File: src/rtl/irq_controller.sv
// Multi-source interrupt controller: per-source edge/level latching, fixed or
// round-robin arbitration, one vector at a time over the vector/ack handshake.
module irq_controller #(
    parameter int N_SRC  = 8,
    parameter int VEC_W  = 4,
    parameter int ADDR_W = 5
) (
    input  logic              clk,
    input  logic              reset,
    input  logic [N_SRC-1:0]  src,
    output logic [VEC_W-1:0]  interrupt_vector,
    input  logic              interrupt_ack,
    input  logic [ADDR_W-1:0] bus_address,
    input  logic              bus_write_enable,
    input  logic [31:0]       bus_write_data,
    input  logic              bus_read_enable,
    output logic [31:0]       bus_read_data,
    output logic [N_SRC-1:0]  irq_pending
);

    localparam int WORD_W = ADDR_W - 2;

    localparam logic [WORD_W-1:0] OFS_ENABLE  = WORD_W'(0);
    localparam logic [WORD_W-1:0] OFS_MODE    = WORD_W'(1);
    localparam logic [WORD_W-1:0] OFS_PENDING = WORD_W'(2);
    localparam logic [WORD_W-1:0] OFS_ARB     = WORD_W'(3);
    localparam logic [WORD_W-1:0] OFS_CLAIM   = WORD_W'(4);

    if (N_SRC < 1 || N_SRC > 31 || (2 ** VEC_W) <= N_SRC) begin : g_param_check
        $error("irq_controller: N_SRC must be 1..31 and fit in VEC_W with vector 0 reserved");
    end

    typedef enum logic [1:0] {
        IDLE,
        PRESENT,
        WAIT_REL
    } state_t;

    state_t             state;
    logic [VEC_W-1:0]   sel;
    logic [VEC_W-1:0]   rr_ptr;

    logic [N_SRC-1:0]   enable_r;
    logic [N_SRC-1:0]   mode_r;
    logic [N_SRC-1:0]   pending_r;
    logic               arb_rr;
    logic [N_SRC-1:0]   src_q;

    logic [WORD_W-1:0]  word;
    logic [N_SRC-1:0]   wdata;
    logic [N_SRC-1:0]   w1c;
    logic [N_SRC-1:0]   ack_clr;
    logic [N_SRC-1:0]   edge_next;
    logic [N_SRC-1:0]   eligible;

    logic [VEC_W-1:0]   low_idx;
    logic [VEC_W-1:0]   above_idx;
    logic               above_found;
    logic [VEC_W-1:0]   winner;

    logic [31:0]        read_value;
    logic               unused_bits;

    assign word        = bus_address[ADDR_W-1:2];
    assign wdata       = bus_write_data[N_SRC-1:0];
    assign unused_bits = ^{bus_address[1:0], bus_write_data};
    assign irq_pending = pending_r;
    assign eligible    = pending_r & enable_r;

    // ------------------------------------------------------------------
    // Configuration registers
    // ------------------------------------------------------------------
    // NOTE: sequential state uses non-blocking assignments so every register
    // samples pre-edge values regardless of statement order.
    always_ff @(posedge clk) begin
        if (!reset) begin
            enable_r <= '0;
            mode_r   <= '0;
            arb_rr   <= 1'b0;
        end else if (bus_write_enable) begin
            case (word)
                OFS_ENABLE: enable_r <= wdata;
                OFS_MODE:   mode_r   <= wdata;
                OFS_ARB:    arb_rr   <= bus_write_data[0];
                default:    ;
            endcase
        end
    end

    // ------------------------------------------------------------------
    // Pending latch
    // ------------------------------------------------------------------
    // NOTE: every always_comb output gets a default first, so no path can
    // leave it unassigned and infer a latch.
    always_comb begin
        ack_clr = '0;
        for (int i = 0; i < N_SRC; i++) begin
            if (state == PRESENT && interrupt_ack && sel == VEC_W'(i)) begin
                ack_clr[i] = 1'b1;
            end
        end
    end

    assign w1c = (bus_write_enable && word == OFS_PENDING) ? wdata : '0;

    // The rising-edge term is OR'ed in last, so a new edge beats a same-cycle clear.
    assign edge_next = (pending_r & ~(w1c | ack_clr)) | (src & ~src_q);

    always_ff @(posedge clk) begin
        if (!reset) begin
            pending_r <= '0;
            src_q     <= '0;
        end else begin
            pending_r <= (mode_r & edge_next) | (~mode_r & src);
            src_q     <= src;
        end
    end

    // ------------------------------------------------------------------
    // Arbitration
    // ------------------------------------------------------------------
    // Round-robin prefers the lowest eligible index above rr_ptr and falls
    // back to the lowest overall, which is the wrap-around search.
    always_comb begin
        low_idx     = '0;
        above_idx   = '0;
        above_found = 1'b0;
        for (int i = N_SRC - 1; i >= 0; i--) begin
            if (eligible[i]) begin
                low_idx = VEC_W'(i);
                if (VEC_W'(i) > rr_ptr) begin
                    above_idx   = VEC_W'(i);
                    above_found = 1'b1;
                end
            end
        end
        winner = (arb_rr && above_found) ? above_idx : low_idx;
    end

    // ------------------------------------------------------------------
    // Handshake FSM
    // ------------------------------------------------------------------
    always_ff @(posedge clk) begin
        if (!reset) begin
            state            <= IDLE;
            sel              <= '0;
            rr_ptr           <= VEC_W'(N_SRC - 1);
            interrupt_vector <= '0;
        end else begin
            case (state)
                IDLE: begin
                    if (|eligible) begin
                        sel              <= winner;
                        interrupt_vector <= winner + VEC_W'(1);
                        state            <= PRESENT;
                    end else begin
                        interrupt_vector <= '0;
                    end
                end
                PRESENT: begin
                    if (interrupt_ack) begin
                        interrupt_vector <= '0;
                        rr_ptr           <= sel;
                        state            <= WAIT_REL;
                    end
                end
                WAIT_REL: begin
                    interrupt_vector <= '0;
                    if (!interrupt_ack) begin
                        state <= IDLE;
                    end
                end
                default: begin
                    interrupt_vector <= '0;
                    state            <= IDLE;
                end
            endcase
        end
    end

    // ------------------------------------------------------------------
    // Register read port
    // ------------------------------------------------------------------
    always_comb begin
        read_value = '0;
        case (word)
            OFS_ENABLE:  read_value = 32'(enable_r);
            OFS_MODE:    read_value = 32'(mode_r);
            OFS_PENDING: read_value = 32'(pending_r);
            OFS_ARB:     read_value = {31'd0, arb_rr};
            OFS_CLAIM:   if (state == PRESENT) read_value = 32'(sel) + 32'd1;
            default:     ;
        endcase
    end

    always_ff @(posedge clk) begin
        if (!reset) begin
            bus_read_data <= '0;
        end else if (bus_read_enable) begin
            bus_read_data <= read_value;
        end
    end

endmodule

File: config.mk
export PLATFORM = sky130hd
export DESIGN_NAME = irq_controller
export DESIGN_NICKNAME = d
export VERILOG_FILES = /design/src/rtl/irq_controller.sv
export SDC_FILE = /design/constraint.sdc
export NUM_CORES = 1
export LEC_CHECK = 0
export ABC_AREA = 0
export CELL_PAD_IN_SITES_DETAIL_PLACEMENT = 1
export CELL_PAD_IN_SITES_GLOBAL_PLACEMENT = 2
export CORE_MARGIN = 2
export CORE_UTILIZATION = 24
export CTS_CLUSTER_SIZE = 12
export DETAILED_ROUTE_END_ITERATION = 10
export HOLD_SLACK_MARGIN = 0.08
export PLACE_DENSITY_LB_ADDON = 0.05
export RECOVER_POWER = 100
export SYNTH_ARGS = -nofsm -noshare
export SYNTH_HDL_FRONTEND = slang
export SYNTH_SLANG_ARGS = --single-unit
File: constraint.sdc
create_clock -name clk -period 2.05 [get_ports clk]
set_input_delay 0.615 -clock clk [delete_from_list [all_inputs] [get_ports clk]]
set_output_delay 0.615 -clock clk [all_outputs]
set_load 0.03 [all_outputs]
==> flow_metrics.env <==
export IMPL_finalPower_w=0.00242
export IMPL_rsz0062_at_grt="true"
export IMPL_grt_use_met3=0.0255
export IMPL_synth_cell_type_count=58
export IMPL_ios=94
export IMPL_end_kind="register"
export IMPL_fin_crit_sh=1.00
export IMPL_drtIter0Drc=78
export IMPL_drive_gt1_frac=0.186
export IMPL_layout_nets=480
export IMPL_yosysTopAreaCellShare=0.369
export IMPL_synth_cells=337
export IMPL_setup_viol=1
export IMPL_routed_via_density=4.56
export IMPL_cpPeakStageDelay_ns=0.38
export IMPL_portBuffers=43
export IMPL_cts_hold_buffers=0
export IMPL_slew_headroom=0.526
export IMPL_hp_class="register to register"
export IMPL_fmax_mhz=486
export IMPL_p_int_w=0.00180
export IMPL_cts_tree="yes"
export IMPL_maxCapViolations=0
export IMPL_hold_ws_ns=0.461
export IMPL_finalWorstSetupSlack_ns=-0.00756
export IMPL_grt_busiest_layer="met2"
export IMPL_cp_arrival_ns=2.25
export IMPL_cts_buffers=5
export IMPL_crit_path_top_delay_cell="dfxtp_4"
export IMPL_yosys_top_cells_area="dfxtp_1 (37%), nand2_1 (7.6%), buf_4 (6.3%)"
export IMPL_cts_max_level=2
export IMPL_critPathTopFamily="compound AO/OA/AOI/OAI gates"
export IMPL_synth_seq_area_share=0.369
export IMPL_p_comb_frac=0.135
export IMPL_grt_max_degree=36
export IMPL_p_sw_frac=0.255
export IMPL_ir_drop_mv=0.279
export IMPL_grt_overflow=0
export IMPL_via_count=2588
export IMPL_post_place_ws_ns=-0.260
export IMPL_violations="setup timing"
export IMPL_fin_skew_ns=0.00344
export IMPL_synth_most_common_cell="nand2_1"
export IMPL_drv_slew=0
export IMPL_switchingPower_w=0.000616
export IMPL_postRouteAntennaNets=0
export IMPL_grt_pass1_wl_um=14700
export IMPL_clkLatencyLatePin_ns=0.29
export IMPL_period_needed_ns=2.06
export IMPL_worstMarginPinSlew_ns=0.711
export IMPL_antenna_found_initial=0
export IMPL_initial_utilization=0.249
export IMPL_synthArstFlopShare=0
export IMPL_grt_util_met2=0.251
export IMPL_ys_flop_type="dfxtp_1"
export IMPL_path_clk_slew_ns=0.07
export IMPL_netlist_area_um2=2880
export IMPL_cts_root_buf="clkbuf_16"
export IMPL_cts_max_path_buffers=2
export IMPL_area_delta_synth_final_pct=35.0
export IMPL_firstDrtPassIters=4
export IMPL_wl_um=9270
export IMPL_worstSetupPathType="register to register"
export IMPL_status="finished, violations left"
export IMPL_worstPathCellList="and3b_2 > nand4b_1 > o41ai_1 > o32a_1 > o41ai_4 > inv_1 > ha_1 > a22oi_1 > nor2b_1"
export IMPL_dp_hpwl_um=7400
export IMPL_cellPowerDensity_nw_per_um2=622
export IMPL_power_leakage_nw=1.57
export IMPL_avgSynthCellArea_um2=8.54
export IMPL_path_buf_inv=1
export IMPL_die_h_um=113
export IMPL_critPathRequiredTime_ns=2.24
export IMPL_synth_edf_count=0
export IMPL_coreArea_um2=11600
export IMPL_worstPathMaxFanout=6
export IMPL_seq_power_share=0.449
export IMPL_hold_viol_final=0
export IMPL_grt_pass1_vias=2653
export IMPL_startpoint_type="register"
export IMPL_drc_errors=0
export IMPL_p_clk_frac=0.416
export IMPL_die_x_um=113
export IMPL_dieArea_um2=12900
export IMPL_antenna_cells=0
export IMPL_synth_common_cells="nand2_1 (58), dfxtp_1 (53), buf_4 (24)"
export IMPL_place_congestion=0.805
export IMPL_yosys_warnings=0
export IMPL_grt_util_met1=0.203
export IMPL_wire_per_inst_um=16.4
export IMPL_synth_seq_cells=53
export IMPL_grt_use_total=0.151
export IMPL_num_rows=39
export IMPL_synth_area_leader_cell="dfxtp_1"
export IMPL_clkSinkCount=53
## metal layers
metal / up-vias / routed length [um]
met1: 1239 / 4510
met5: - / 0
li1: 1299 / -
met3: 6 / 268
met4: 0 / 78
met2: 44 / 4420
## kinds of logic after synthesis
group / synth area share
adder cells (fa/ha/maj): 0.0304
AND/OR/NAND/NOR: 0.219
buffers and inverters: 0.107
AO/OA/AOI/OAI: 0.224
multiplexers: 0.0426
flip-flops: 0.369
other: 0.00130
XOR/XNOR: 0.00609
## final timing paths
check,from,end,slack [ns],cells past startpoint
max,rr_ptr[2]$_SDFFE_PN1P_,interrupt_vector[1]$_SDFFE_PN0P_,-0.008,9
min,interrupt_vector[2]$_SDFFE_PN0P_,interrupt_vector[2]$_SDFFE_PN0P_,0.46,2
max reg2reg,rr_ptr[2]$_SDFFE_PN1P_,interrupt_vector[1]$_SDFFE_PN0P_,-0.008,9
min reg2reg,interrupt_vector[2]$_SDFFE_PN0P_,interrupt_vector[2]$_SDFFE_PN0P_,0.46,2
## through the flow
step	area [um2]	setup TNS, ns	utilization	std cells
2_1_floorplan	2980	-0.0205	-	360
3_3_place_gp	3730	-3.51	0.322	558
3_5_place_dp	3730	-3.63	0.322	558
4_1_cts	3920	-0.0211	0.339	566
5_1_grt	3880	-0.474	0.336	567
6_report	3880	-0.00756	0.336	567
## power groups by stage
stage	combinational [W]	clock (W)	sequential [W]
CTS	0.000344	0.00104	0.00108
global route	0.000356	0.00107	0.00109
detailed placement	0.000346	0	0.00111
finish	0.000327	0.00101	0.00108
floorplan	0.000200	0	0.00113
global placement	0.000345	0	0.00111
## layout by cell type (no fill, tap or decap), types with 2 or more instances in the layout
cell type and n:
nand2_1 58, dfxtp_1 48, buf_4 38, clkdlybuf4s50_1 27, conb_1 24, inv_1 15, and2_1 12, nor2_1 12
nand3_1 12, a21oi_1 10, mux2i_1 10, o22ai_1 9, and2_0 8, a21boi_0 8, a21boi_1 8, a221oi_1 8
a21o_1 8, nor2b_1 7, ha_1 7, clkbuf_1 7, dlygate4sd3_1 7, dlygate4sd2_1 6, clkbuf_2 6, clkbuf_16 5
o21ai_1 4, o21ai_0 4, dfxtp_2 3, nand2_2 2, and3_1 2, a31o_1 2, nor4_2 2, a32o_1 2
a31oi_1 2, a22oi_1 2, and3_2 2, o211ai_1 2, dfxtp_4 2
## area by class of cell
| cell class | instances | area, um2 |
|---|---|---|
| multi-input cells | 255 | 1630 |
| well taps | 143 | 179 |
| fillers | 1381 | 7680 |
| clock inverters | 1 | 30.0 |
| clock buffers | 7 | 143 |
| inverters | 15 | 56.3 |
| repair buffers | 93 | 771 |
| flip-flops and latches | 53 | 1070 |
## what timing repair did
| item | 4_1_cts | 5_1_grt |
|---|---|---|
| setup buffers | 0 | 1 |
| resized for setup | 10 | 7 |
| endpoints found under the hold margin | 0 | 0 |
| pin swaps | 3 | 0 |
| setup endpoints to repair | 8 | 10 |
## registers in the layout, summed over array words and instances, names as in the netlist
| name | cells |
|---|---|
| arb_rr | 1 |
| bus_read_data | 8 |
| enable_r | 8 |
| interrupt_vector | 4 |
| irq_pending | 8 |
| mode_r | 8 |
| rr_ptr | 3 |
| sel | 3 |
| src_q | 8 |
| state | 2 |
## tightest hold or removal path: stages (launching register included)
cell	delay [ns]
dfxtp_1	0.31
nand3_1	0.06
o21ai_1	0.05
(Power assumes the default switching activity.)
